[src/rtl/mpu_memory_loader_if.sv]
// rtl/mpu_memory_loader_if.sv - byte stream in and memory write port out of the MPU loader
interface mpu_memory_loader_if #(
  parameter int ADDR_WIDTH = 16,
  parameter int DATA_WIDTH = 32
);
  logic [7:0]            s_data;
  logic                  s_valid;
  logic                  s_last;
  logic                  s_ready;
  logic                  we;
  logic [ADDR_WIDTH-1:0] w_addr;
  logic [DATA_WIDTH-1:0] w_data;

  // master: host stream source and memory sink; slave: the loader itself
  modport master (
    output s_data, s_valid, s_last,
    input  s_ready,
    input  we, w_addr, w_data
  );

  modport slave (
    input  s_data, s_valid, s_last,
    output s_ready,
    output we, w_addr, w_data
  );
endinterface

[src/rtl/mpu_memory_loader.sv]
// rtl/mpu_memory_loader.sv - packs a byte stream little-endian into words written at auto-incrementing addresses
module mpu_memory_loader #(
  parameter int ADDR_WIDTH = 16,
  parameter int DATA_WIDTH = 32
) (
  input  logic                  sys_clk,
  input  logic                  sys_rst,
  input  logic                  start,
  input  logic [ADDR_WIDTH-1:0] base_addr,
  mpu_memory_loader_if.slave    mem,
  output logic                  busy,
  output logic                  done,
  output logic [ADDR_WIDTH-1:0] word_count,
  output logic                  overflow
);

  typedef enum logic [1:0] {
    ST_IDLE,
    ST_LOAD,
    ST_WRITE,
    ST_DONE
  } state_t;

  localparam logic [ADDR_WIDTH-1:0] ADDR_ONE = ADDR_WIDTH'(1);

  state_t                state;
  state_t                state_next;
  logic [ADDR_WIDTH-1:0] ptr;
  logic [1:0]            byte_idx;
  logic [DATA_WIDTH-1:0] assembly;
  logic [DATA_WIDTH-1:0] merged;
  logic                  last_seen;
  logic                  xfer;

  always_comb begin
    state_next = state;
    xfer       = 1'b0;
    merged     = assembly | ({{(DATA_WIDTH-8){1'b0}}, mem.s_data} << {byte_idx, 3'b000});
    case (state)
      ST_IDLE: begin
        if (start) state_next = ST_LOAD;
      end
      ST_LOAD: begin
        if (mem.s_valid && mem.s_ready) begin
          xfer = 1'b1;
          if (byte_idx == 2'd3 || mem.s_last) state_next = ST_WRITE;
        end
      end
      ST_WRITE: state_next = last_seen ? ST_DONE : ST_LOAD;
      ST_DONE:  state_next = ST_IDLE;
      default:  state_next = ST_IDLE;
    endcase
  end

  always_ff @(posedge sys_clk or negedge sys_rst) begin
    if (!sys_rst) state <= ST_IDLE;
    else          state <= state_next;
  end

  // Handshake/status outputs are registered from the next state so they line up with it.
  always_ff @(posedge sys_clk or negedge sys_rst) begin
    if (!sys_rst) begin
      mem.s_ready <= 1'b0;
      mem.we      <= 1'b0;
      mem.w_addr  <= '0;
      mem.w_data  <= '0;
      busy        <= 1'b0;
      done        <= 1'b0;
      word_count  <= '0;
      overflow    <= 1'b0;
      ptr         <= '0;
      byte_idx    <= 2'd0;
      assembly    <= '0;
      last_seen   <= 1'b0;
    end else begin
      mem.s_ready <= (state_next == ST_LOAD);
      mem.we      <= (state_next == ST_WRITE);
      busy        <= (state_next != ST_IDLE);
      done        <= (state_next == ST_DONE);
      case (state)
        ST_IDLE: begin
          if (start) begin
            ptr        <= base_addr;
            byte_idx   <= 2'd0;
            assembly   <= '0;
            word_count <= '0;
            overflow   <= 1'b0;
            last_seen  <= 1'b0;
          end
        end
        ST_LOAD: begin
          if (xfer) begin
            assembly  <= merged;
            byte_idx  <= byte_idx + 2'd1;
            last_seen <= mem.s_last;
            if (state_next == ST_WRITE) begin
              mem.w_addr <= ptr;
              mem.w_data <= merged;
            end
          end
        end
        ST_WRITE: begin
          ptr        <= ptr + ADDR_ONE;
          word_count <= word_count + ADDR_ONE;
          byte_idx   <= 2'd0;
          assembly   <= '0;
          if (&ptr) overflow <= 1'b1;
        end
        default: begin
        end
      endcase
    end
  end

endmodule

[src/flat_wrapper.sv]
// flat-port wrapper written by rule: the top's interface ports become plain ports
module mpu_memory_loader_flat 
#(
  parameter int ADDR_WIDTH = 16,
  parameter int DATA_WIDTH = 32
)
  (sys_clk, sys_rst, start, base_addr, busy, done, word_count, overflow, mem_s_data, mem_s_valid, mem_s_last, mem_s_ready, mem_we, mem_w_addr, mem_w_data);
  mpu_memory_loader_if #(.ADDR_WIDTH(ADDR_WIDTH), .DATA_WIDTH(DATA_WIDTH)) mem_i ();
  input  logic sys_clk;
  input  logic sys_rst;
  input  logic start;
  input  logic [ADDR_WIDTH-1:0] base_addr;
  output logic busy;
  output logic done;
  output logic [ADDR_WIDTH-1:0] word_count;
  output logic overflow;
  input wire logic [$bits(mem_i.s_data)-1:0] mem_s_data;
  input wire logic [$bits(mem_i.s_valid)-1:0] mem_s_valid;
  input wire logic [$bits(mem_i.s_last)-1:0] mem_s_last;
  output wire logic [$bits(mem_i.s_ready)-1:0] mem_s_ready;
  output wire logic [$bits(mem_i.we)-1:0] mem_we;
  output wire logic [$bits(mem_i.w_addr)-1:0] mem_w_addr;
  output wire logic [$bits(mem_i.w_data)-1:0] mem_w_data;
  assign mem_i.s_data = mem_s_data;
  assign mem_i.s_valid = mem_s_valid;
  assign mem_i.s_last = mem_s_last;
  assign mem_s_ready = mem_i.s_ready;
  assign mem_we = mem_i.we;
  assign mem_w_addr = mem_i.w_addr;
  assign mem_w_data = mem_i.w_data;
  mpu_memory_loader #(.ADDR_WIDTH(ADDR_WIDTH), .DATA_WIDTH(DATA_WIDTH)) u_core (.sys_clk(sys_clk), .sys_rst(sys_rst), .start(start), .base_addr(base_addr), .mem(mem_i), .busy(busy), .done(done), .word_count(word_count), .overflow(overflow));
endmodule
[config.mk]
export PLATFORM = sky130hd
export DESIGN_NAME = mpu_memory_loader_flat
export DESIGN_NICKNAME = d
export VERILOG_FILES = /design/src/rtl/mpu_memory_loader_if.sv /design/src/rtl/mpu_memory_loader.sv /design/src/flat_wrapper.sv
export SDC_FILE = /design/constraint.sdc
export NUM_CORES = 1
export LEC_CHECK = 0
export BUFFER_PORTS_ARGS = -buffer_cell sky130_fd_sc_hd__buf_4
export CORE_MARGIN = 2
export CORE_UTILIZATION = 40
export CTS_BUF_LIST = sky130_fd_sc_hd__clkbuf_16
export DETAILED_ROUTE_END_ITERATION = 6
export MAX_ROUTING_LAYER = met4
export PLACE_DENSITY_LB_ADDON = 0.2
export SYNTH_ARGS = -nofsm -noshare
export SYNTH_HDL_FRONTEND = slang
export SYNTH_SLANG_ARGS = --single-unit
[constraint.sdc]
create_clock -name sys_clk -period 1.63 [get_ports sys_clk]
set_input_delay 0.163 -clock sys_clk [delete_from_list [all_inputs] [get_ports sys_clk]]
set_output_delay 0.163 -clock sys_clk [all_outputs]
set_load 0.01 [all_outputs]
==> results.md, run 1 <==
* CORE AREA at 12700 sq um
* Die X at 119 microns
* EDFF count, synth at 0
* Clock Root Buffer: clkbuf_16
* RSZ-0062 raised after global routing: no
* Post-Syn Area at 5250 sq um
* Max cap viols at 0
* Die area at 14000 sq um
* Overall Global Routing Usage at 20.9%
* # rows at 41
* Clk sinks at 122
* DRC Markers at 0
* Clk_skew at 0.00724 ns
* Slew @ Worst Pin at 0.652 ns
* Req. time, crit path at 1.98 ns
* CTS buffer count at 17
* Pins over their slew limit at 0
* Fin crit share at 93.4%
* CTS tree: built
* Final setup viols at 0
* Util after Layout at 55.4%
* Multi-input gate area at 2030 sq um
* Ys flop type: dfrtp_1
* ANT cells at 0
* Synth cell types at 50
* Synth Instances at 498
* Final instance area at 7050 sq um
* CP endpoint kind: flop
* Vias in the first global route at 4291
* H-tree depth at 4
* Fmax at 657 MHz
* DRT iter0 DRCs at 411
* Share of layout cells above drive strength 1 at 29.8%
* GR Overflow Total at 0
* Peak VDD IR at 0.798 mV
* Pwr/cell area at 1830 nW/um^2
* Final Hold Vio Count at 0
* Slowest CP cell: or4_1
* DIE HEIGHT at 119 microns
* PortBufs at 97
* Setup TNS at 0 ns
* I/O pins at 98
* Crit path launch type: flop
* Crit path arrival time at 1.87 ns
* Largest net degree at the start of global routing at 123
* Cell taking the most area after synthesis: dfrtp_1
* Leakage at 0.00323 uW
* Initial antenna violation count at 0
* Remaining antenna violation count at 0
* WHS at 0.0431 ns
* Status: complete, no violations
* FF+latch count, synth at 122
* Placer Congestion at 0.899
* WL final at 13800 microns
* Nets@finish at 658
* Clk buf depth at 2
* Slowest stage delay, CP at 0.48 ns
* Placed Area at 6420 sq um
* Sequential cell area at 3060 sq um
* Post-DP HPWL at 9310 microns
* First-pass GRT wire length at 22500 microns
* Synthesis Warnings at 0
* Clk Latency, worst-skew pair at 0.42 ns
* Async set-reset flop share out of synthesis at 100%
* Area share of the largest cell type after synthesis at 58.2%
* Initial Util at 41.2%
* WP buf/inv at 0
* Synth Area per Inst at 10.5 sq um
* Critical Path, Cell by Cell: nand4_2 > or2_1 > or4_1 > nand3_1
* Fin crit period at 1.52 ns
* Most frequent cell after synthesis: dfrtp_1
* Top post-synthesis cells by count: dfrtp_1, a21oi_1, nor2_1
* Vias per cell at 5.49
* Register area share after synthesis at 58.2%
* Crit Path Class: reg -> reg
* DR pass1 iterations at 5
* Number of fill cells in the layout at 1143
* CP max FO at 4
* Worst hold-check path type: in -> reg
* CP delay by family, top: simple AND/OR/NAND/NOR gates
* Routed len/inst at 17.0 microns
* Clk slew on worst S/H paths at 0.06 ns
* Net Count, Synth at 530
* Slew headroom at 56.5%
* P&R area growth vs syn at 34.3%
* Routed vias at 4450
* Cells taking the most area after synthesis: dfrtp_1, a21oi_1, a22o_1, nor2_1, mux2_1
timing repair:
| action | 4_1_cts | 5_1_grt |
|---|---|---|
| buffers inserted | 0 | 0 |
| endpoints found under the hold margin | 126 | 0 |
| endpoints found under the setup margin | 0 | 26 |
| hold buffers | 5 | 0 |
| gates resized for setup | 0 | 12 |
worst reg2reg max path: stages, from the launching register on:
cell     delay, ns
dfrtp_1       0.43
nand4_2       0.15
or2_1         0.31
or4_1         0.48
nand3_1       0.09
routing by layer:
metal	vias to the layer above	track usage, %	share of wire, %
met5	-	-	0
met4	0	7.59	1.7
met3	25	5.74	6.2
met2	180	30.4	47
met1	2192	28.3	45
li1	2053	-	-
per-stage QoR:
step / total power (uW) / setup WS, ns / instances
4_1_cts: 13000 / 0.0271 / 810
2_1_floorplan: 7130 / 0.0357 / 498
5_1_grt: 13700 / 0.0174 / 810
3_3_place_gp: 9280 / 0.118 / 774
3_5_place_dp: 9430 / 0.0437 / 774
6_report: 12900 / 0.107 / 810
final timing paths:
| path | start | endpoint | slack, ns | depth (start not counted) |
|---|---|---|---|---|
| max in group asynchronous | sys_rst | u_core.word_count[1] | 0.73 | 3 |
| min | base_addr[12] | u_core.ptr[12] | 0.04 | 3 |
| max | u_core.ptr[3] | u_core.ptr[15] | 0.11 | 4 |
| max reg2reg | u_core.ptr[3] | u_core.ptr[15] | 0.11 | 4 |
| min reg2reg | u_core.mem.w_addr[6] | u_core.mem.w_addr[6] | 0.49 | 1 |
| min in group asynchronous | sys_rst | u_core.mem.w_addr[4] | 0.38 | 3 |
cells in the final DEF (no fill, tap or decap), drive strengths merged, types with 3 or more instances in the layout:
| cell | Yosys | final |
|---|---|---|
| and3 | 5 | 5 |
| nand2 | 28 | 28 |
| a22oi | 3 | 3 |
| and2 | 5 | 5 |
| ha | 3 | 3 |
| nor3 | 10 | 10 |
| o21ai | 21 | 21 |
| nand4 | 5 | 5 |
| inv | 8 | 10 |
| buf | 26 | 139 |
| nor2 | 51 | 51 |
| a22o | 25 | 25 |
| a21oi | 86 | 86 |
| clkbuf | 9 | 17 |
| dfrtp | 122 | 122 |
| a32oi | 3 | 3 |
| o211ai | 4 | 4 |
| dlygate4sd3 | 0 | 5 |
| nor2b | 7 | 7 |
| mux2i | 6 | 6 |
| o22ai | 5 | 5 |
| mux2 | 16 | 16 |
| a31oi | 4 | 4 |
| nor4 | 4 | 4 |
| clkinv | 1 | 9 |
| nand3 | 15 | 15 |
sequential cells by signal, summed over array words and instances, names as in the netlist:
register            count
u_core.assembly        32
u_core.busy             1
u_core.byte_idx         2
u_core.done             1
u_core.last_seen        1
u_core.mem.s_ready      1
u_core.mem.w_addr      16
u_core.mem.w_data      32
u_core.mem.we           1
u_core.overflow         1
u_core.ptr             16
u_core.state            2
u_core.word_count      16
cell families after synthesis:
logic type | synth area share (%)
adder cells (fa/ha/maj) | 0.716
AO/OA/AOI/OAI | 19.4
flip-flops | 58.2
buffers and inverters | 3.77
AND/OR/NAND/NOR | 13.0
multiplexers | 4.58
XOR/XNOR | 0.334
layout make-up:
type	instances	share of cell area (%)
tap	172	3.05
clock inverter	14	1.63
timing repair buffer	144	16.6
sequential	122	43.4
multi-input combinational	332	28.8
clock buffer	17	6.04
inverter	9	0.533
report_power, final:
part	switching, uW	internal, uW	total [uW]
Sequential	744	4130	4870
Combinational	2330	2230	4560
Clock	1280	2180	3470
No activity file was read; power rests on OpenSTA's default activity.
==> run 2: changes to the inputs <==
- PLACE_DENSITY_LB_ADDON: 0.2 -> 0.08
==> results.md, run 2 (synthesis results as in run 1) <==
* Slew headroom at 69.9% (+13 points)
* Die X at 119 microns (unchanged)
* Clk_skew at 0.00687 ns (-0.000370 ns)
* ANT cells at 0 (unchanged)
* Remaining antenna violation count at 0 (unchanged)
* I/O pins at 98 (unchanged)
* Routed vias at 4264 (-4.2%)
* Pins over their slew limit at 0 (unchanged)
* Clk buf depth at 2 (unchanged)
* Critical R2R Launch: u_core.ptr[13]
* GR Overflow Total at 0 (unchanged)
* Slowest stage delay, CP at 0.43 ns (-0.05 ns)
* Overall Global Routing Usage at 20.3% (-0.68 points)
* First-pass GRT wire length at 21600 microns (-3.7%)
* Vias in the first global route at 4106 (-4.3%)
* DR pass1 iterations at 5 (unchanged)
* Critical Path, Cell by Cell: nand4_1 > or3_1 > or4_1 > nand3_1
* CTS buffer count at 17 (unchanged)
* Largest net degree at the start of global routing at 52 (-58%)
* Number of fill cells in the layout at 1159 (+1.4%)
* CORE AREA at 12700 sq um (unchanged)
* Hold EP: u_core.ptr[9]
* Clock Root Buffer: clkbuf_16
* Req. time, crit path at 1.98 ns (about the same)
* WP buf/inv at 0 (unchanged)
* Setup TNS at 0 ns (unchanged)
* Slowest CP cell: or3_1
* Clk slew on worst S/H paths at 0.05 ns (about the same)
* Leakage at 0.00321 uW (-0.53%)
* Placer Congestion at 0.874 (-2.8%)
* Commonest non-fill, non-tap cell in the layout: buf_4
* Share of layout cells above drive strength 1 at 30.2% (+0.39 points)
* Worst hold-check path type: in -> reg
* HP Start: base_addr[9]
* Worst reg2reg path depth at 4 (unchanged)
* Initial Util at 41.2% (unchanged)
* Peak VDD IR at 0.749 mV (-6.1%)
* Initial antenna violation count at 0 (unchanged)
* H-tree depth at 4 (unchanged)
* Status: complete, no violations
* WL final at 13200 microns (-4.5%)
* DRC Markers at 0 (unchanged)
* Worst hold stages at 3 (unchanged)
* Pwr/cell area at 1810 nW/um^2 (-1.0%)
* Vias per cell at 5.30 (-3.6%)
* Crit Path Class: reg -> reg
* Reg-to-reg endpoint: u_core.ptr[15]
* Post-CTS Setup Bufs at 0 (unchanged)
* Final setup viols at 0 (unchanged)
* Clk sinks at 122 (unchanged)
* Fin crit period at 1.57 ns (+0.0479 ns)
* Crit path arrival time at 1.92 ns (+0.05 ns)
* FF-to-FF setup slack at 0.06 ns (-0.05 ns)
* CP endpoint kind: flop
* Nets@finish at 653 (-0.76%)
* Clk Latency, worst-skew pair at 0.41 ns (about the same)
* PortBufs at 97 (unchanged)
* Final Hold Vio Count at 0 (unchanged)
* CP delay by family, top: simple AND/OR/NAND/NOR gates
* RSZ-0062 raised after global routing: no
* Fmax at 637 MHz (-3.0%)
* CP max FO at 4 (unchanged)
* Util after Layout at 55.4% (about the same)
* Max cap viols at 0 (unchanged)
* # rows at 41 (unchanged)
* DIE HEIGHT at 119 microns (unchanged)
* Slew @ Worst Pin at 0.451 ns (-0.201 ns)
* Fin crit share at 96.4% (+2.9 points)
* Most frequent cells in the layout: buf_4, dfrtp_1, a21oi_1, nor2_1, nand2_1
* CTS tree: built
* DRT iter0 DRCs at 333 (-19%)
* Routed len/inst at 16.4 microns (-3.9%)
* Die area at 14000 sq um (unchanged)
* Post-DP HPWL at 9150 microns (-1.7%)
* Biggest regs: u_core.assembly (32), u_core.mem.w_data (32)
* P&R area growth vs syn at 34.4% (about the same)
* Crit path launch type: flop
[run 2: changes by cell type in the layout (fill, tap and decap cells not counted), sizes merged]
| cell | delta |
|---|---|
| buf | -4 |
| clkinv | +4 |
| clkinvlp | -2 |
| inv | -2 |
| dlygate4sd3 | -1 |
[run 2: area by class of cell]
| class | count | area [sq um] | area share, % |
|---|---|---|---|
| flip-flops and latches | 122 | 3060 | 43.3 |
| multi-input cells | 332 | 2060 | 29.2 |
| repair buffers | 139 | 1150 | 16.3 |
| clock buffers | 17 | 425 | 6.03 |
| well taps | 172 | 215 | 3.05 |
| clock inverters | 14 | 113 | 1.60 |
| inverters | 9 | 33.8 | 0.479 |
[run 2: through the flow]
stage | total power [uW] | hold slack [ns] | instances | setup WS (ns) | instance area [sq um]
5_1_grt | 13600 | 0.0161 | 805 | 0.00899 | 7050
4_1_cts | 12800 | 0.00324 | 805 | 0.0180 | 6980
3_3_place_gp | 9240 | 0.135 | 770 | 0.0637 | 6400
2_1_floorplan | 7130 | -0.133 | 498 | 0.0357 | 5250
3_5_place_dp | 9320 | 0.135 | 770 | 0.0285 | 6400
6_report | 12800 | 0.0133 | 805 | 0.0595 | 7050
[run 2: worst max path at each step]
stage | start | to | slack, ns | cells past startpoint
after global placement | u_core.ptr[13] | u_core.ptr[15] | 0.06 | 4
after global routing | u_core.ptr[13] | u_core.ptr[15] | 0.009 | 4
after CTS | u_core.state[1] | u_core.assembly[30] | 0.02 | 5
after detailed placement | u_core.state[1] | u_core.assembly[30] | 0.03 | 5
after floorplan | u_core.state[1] | u_core.mem.w_addr[10] | 0.04 | 4
final | u_core.ptr[13] | u_core.ptr[15] | 0.06 | 4
[run 2: layer usage]
metal,share of wire [%],vias up,track usage [%],routed length [microns]
li1,-,2062,-,-
met1,50,2063,29.5,6550
met2,44,126,27.1,5770
met3,5.1,13,4.68,667
met4,1.3,0,8.33,172
met5,0,-,-,0
[run 2: repair_timing]
item	in CTS	in global routing
resized for setup	0	18
hold buffers	4	0
hold endpoints to repair	31	0
endpoints found under the setup margin	0	56
[run 2: worst min-delay path, cell delays in order]
cell and delay [ns]:
buf_4 0.08, a22oi_1 0.05, o21ai_0 0.08
[run 2: where the power goes]
part / leakage [uW] / internal (uW) / switching, uW
Sequential: 0.00154 / 4130 / 751
Clock: 0.000271 / 2180 / 1260
Combinational: 0.00140 / 2210 / 2240
==> run 3: changes to the inputs <==
- CORE_UTILIZATION: 40 -> 45
==> results.md, run 3 (synthesis results as in run 1) <==
* Nets@finish at 655 (+0.31%)
* Clk slew on worst S/H paths at 0.05 ns (about the same)
* # rows at 39 (-4.9%)
* PortBufs at 97 (unchanged)
* Sw frac at 32.8% (-0.50 points)
* Clock Root Buffer: clkbuf_16
* Die area at 12500 sq um (-11%)
* DR pass1 iterations at 4 (-1)
* Overall Global Routing Usage at 22.6% (+2.3 points)
* H-tree depth at 4 (unchanged)
* Placed insts at 741 (-3.8%)
* Final Hold Vio Count at 0 (unchanged)
* Clk_skew at 0.00636 ns (-0.000508 ns)
* Most frequent cells in the layout: buf_4, dfrtp_1, a21oi_1, nor2_1, nand2_1
* Routed vias at 4328 (+1.5%)
* Critical R2R Launch: u_core.ptr[13]
* Flop pwr share at 37.2% (-1.0 points)
* I/O pins at 98 (unchanged)
* Slew headroom at 68.4% (-1.4 points)
* Final WS setup at 0.0515 ns (-0.00800 ns)
* Slowest CP cell: or3_1
* Internal power at 8790 uW (+3.1%)
* Worst hold stages at 3 (unchanged)
* Power share of the clock group at 28.9% (+1.9 points)
* CP endpoint kind: flop
* Largest net degree at the start of global routing at 48 (-7.7%)
* CTS tree: built
* Max cap viols at 0 (unchanged)
* Multi-input gate area at 2050 sq um (-0.43%)
* Clk Latency, worst-skew pair at 0.42 ns (about the same)
* DRT iter0 DRCs at 260 (-22%)
* DIE HEIGHT at 112 microns (-5.5%)
* Sequential cell area at 3050 sq um (about the same)
* Number of fill cells in the layout at 973 (-16%)
* Fin crit period at 1.58 ns (+0.00800 ns)
* Crit path arrival time at 1.93 ns (about the same)
* Final setup viols at 0 (unchanged)
* Setup TNS at 0 ns (unchanged)
* Crit path launch type: flop
* DRC Markers at 0 (unchanged)
* ANT cells at 0 (unchanged)
* Biggest regs: u_core.assembly (32), u_core.mem.w_data (32)
* Pre-CTS setup slack at -0.0221 ns (-0.0506 ns)
* Placer Congestion at 0.882 (+0.96%)
* Status: complete, no violations
* Clk buf depth at 2 (unchanged)
* Req. time, crit path at 1.98 ns (about the same)
* Worst hold-check path type: in -> reg
* Power, Total at 13100 uW (+2.4%)
* CP max FO at 4 (unchanged)
* Die X at 112 microns (-5.5%)
* First-pass GRT wire length at 21700 microns (+0.22%)
* Worst reg2reg path depth at 4 (unchanged)
* CTS buffer count at 17 (unchanged)
* GR Overflow Total at 0 (unchanged)
* Pins over their slew limit at 0 (unchanged)
* P&R area growth vs syn at 34.3% (about the same)
* Post-DP HPWL at 8910 microns (-2.7%)
* HP Start: base_addr[11]
* Crit Path Class: reg -> reg
* Psw at 4290 uW (+0.83%)
* Pwr/cell area at 1860 nW/um^2 (+2.4%)
* Share of layout cells above drive strength 1 at 29.6% (-0.61 points)
* Clk sinks at 122 (unchanged)
* Slew @ Worst Pin at 0.473 ns (+0.0221 ns)
* Peak VDD IR at 0.970 mV (+30%)
* Initial antenna violation count at 0 (unchanged)
* Critical Path, Cell by Cell: nand4_1 > or3_1 > or4_1 > nand3_1
* Commonest non-fill, non-tap cell in the layout: buf_4
* Fin cells at 779 (-3.2%)
* Comb power frac at 33.9% (-1.0 points)
* Vias per cell at 5.56 (+4.9%)
* Fin crit share at 96.8% (+0.49 points)
* FF-to-FF setup slack at 0.05 ns (about the same)
* Slowest stage delay, CP at 0.43 ns (about the same)
* CORE AREA at 11400 sq um (-10%)
* Leakage at 0.00325 uW (+1.2%)
* Reg-to-reg endpoint: u_core.ptr[15]
* Fmax at 634 MHz (-0.51%)
* Initial Util at 45.9% (+4.7 points)
* Vias in the first global route at 4319 (+5.2%)
* Remaining antenna violation count at 0 (unchanged)
* Routed len/inst at 17.0 microns (+3.8%)
* Hold EP: u_core.ptr[11]
* WL final at 13200 microns (+0.49%)
[run 3: changes by cell type in the layout (fill, tap and decap cells not counted), sizes merged]
cell	previous run	this run
inv	8	12
clkinvlp	0	1
buf	135	136
clkinv	13	7
bufinv	2	4
dlygate4sd3	4	5
[run 3: worst max-delay path, delay by kind of cell, from the launching register on]
kind | cells | cell delay, ns
and+or+nand+nor | 4 | 1.10
DFF | 1 | 0.41
[run 3: power by group through the flow]
stage	Sequential (uW)	Clock [uW]	Combinational (uW)
2_1_floorplan	5120	0	2010
3_3_place_gp	4850	0	4310
3_5_place_dp	4900	0	4380
4_1_cts	4860	3840	4430
5_1_grt	5020	4010	4880
6_report	4860	3790	4430
[run 3: worst max-delay path by stage]
| stage | to | slack, ns | cells past startpoint | from |
|---|---|---|---|---|
| detailed placement | u_core.ptr[12] | -0.02 | 5 | u_core.ptr[0] |
| global placement | u_core.ptr[11] | 0.07 | 5 | u_core.state[1] |
| CTS | u_core.ptr[14] | 0.005 | 5 | u_core.ptr[0] |
| global route | u_core.ptr[10] | -0.005 | 5 | u_core.ptr[0] |
| floorplan | u_core.mem.w_addr[10] | 0.04 | 4 | u_core.state[1] |
| finish | u_core.ptr[15] | 0.05 | 4 | u_core.ptr[13] |
[run 3: through the flow]
step	util, %	instance area (sq um)	hold WS [ns]
global route	61.7	7040	0.0387
detailed placement	55.5	6340	0.156
finish	61.7	7040	0.0422
global placement	55.5	6340	0.150
floorplan	-	5250	-0.133
CTS	61.2	6990	0.0291
[run 3: final cells by class]
cell class                 instances  area share, %
clock buffer                      17           6.04
timing repair buffer             141           16.1
inverter                           9          0.533
tap                              143           2.54
multi-input combinational        332           29.1
sequential                       122           43.3
clock inverter                    15           2.36
[run 3: what timing repair did]
action	in CTS	in global routing
hold buffers	5	0
pin swaps	0	2
setup endpoints to repair	2	17
resized for setup	2	12
buffers inserted	0	1
endpoints found under the hold margin	34	0
[run 3: routing by layer]
layer / vias up / wire, microns / share of wire (%) / track usage (%)
li1: 2049 / - / - / -
met3: 30 / 745 / 5.6 / 6.15
met5: - / 0 / 0 / -
met2: 135 / 6200 / 47 / 33.7
met4: 0 / 297 / 2.2 / 9.67
met1: 2114 / 5990 / 45 / 29.2
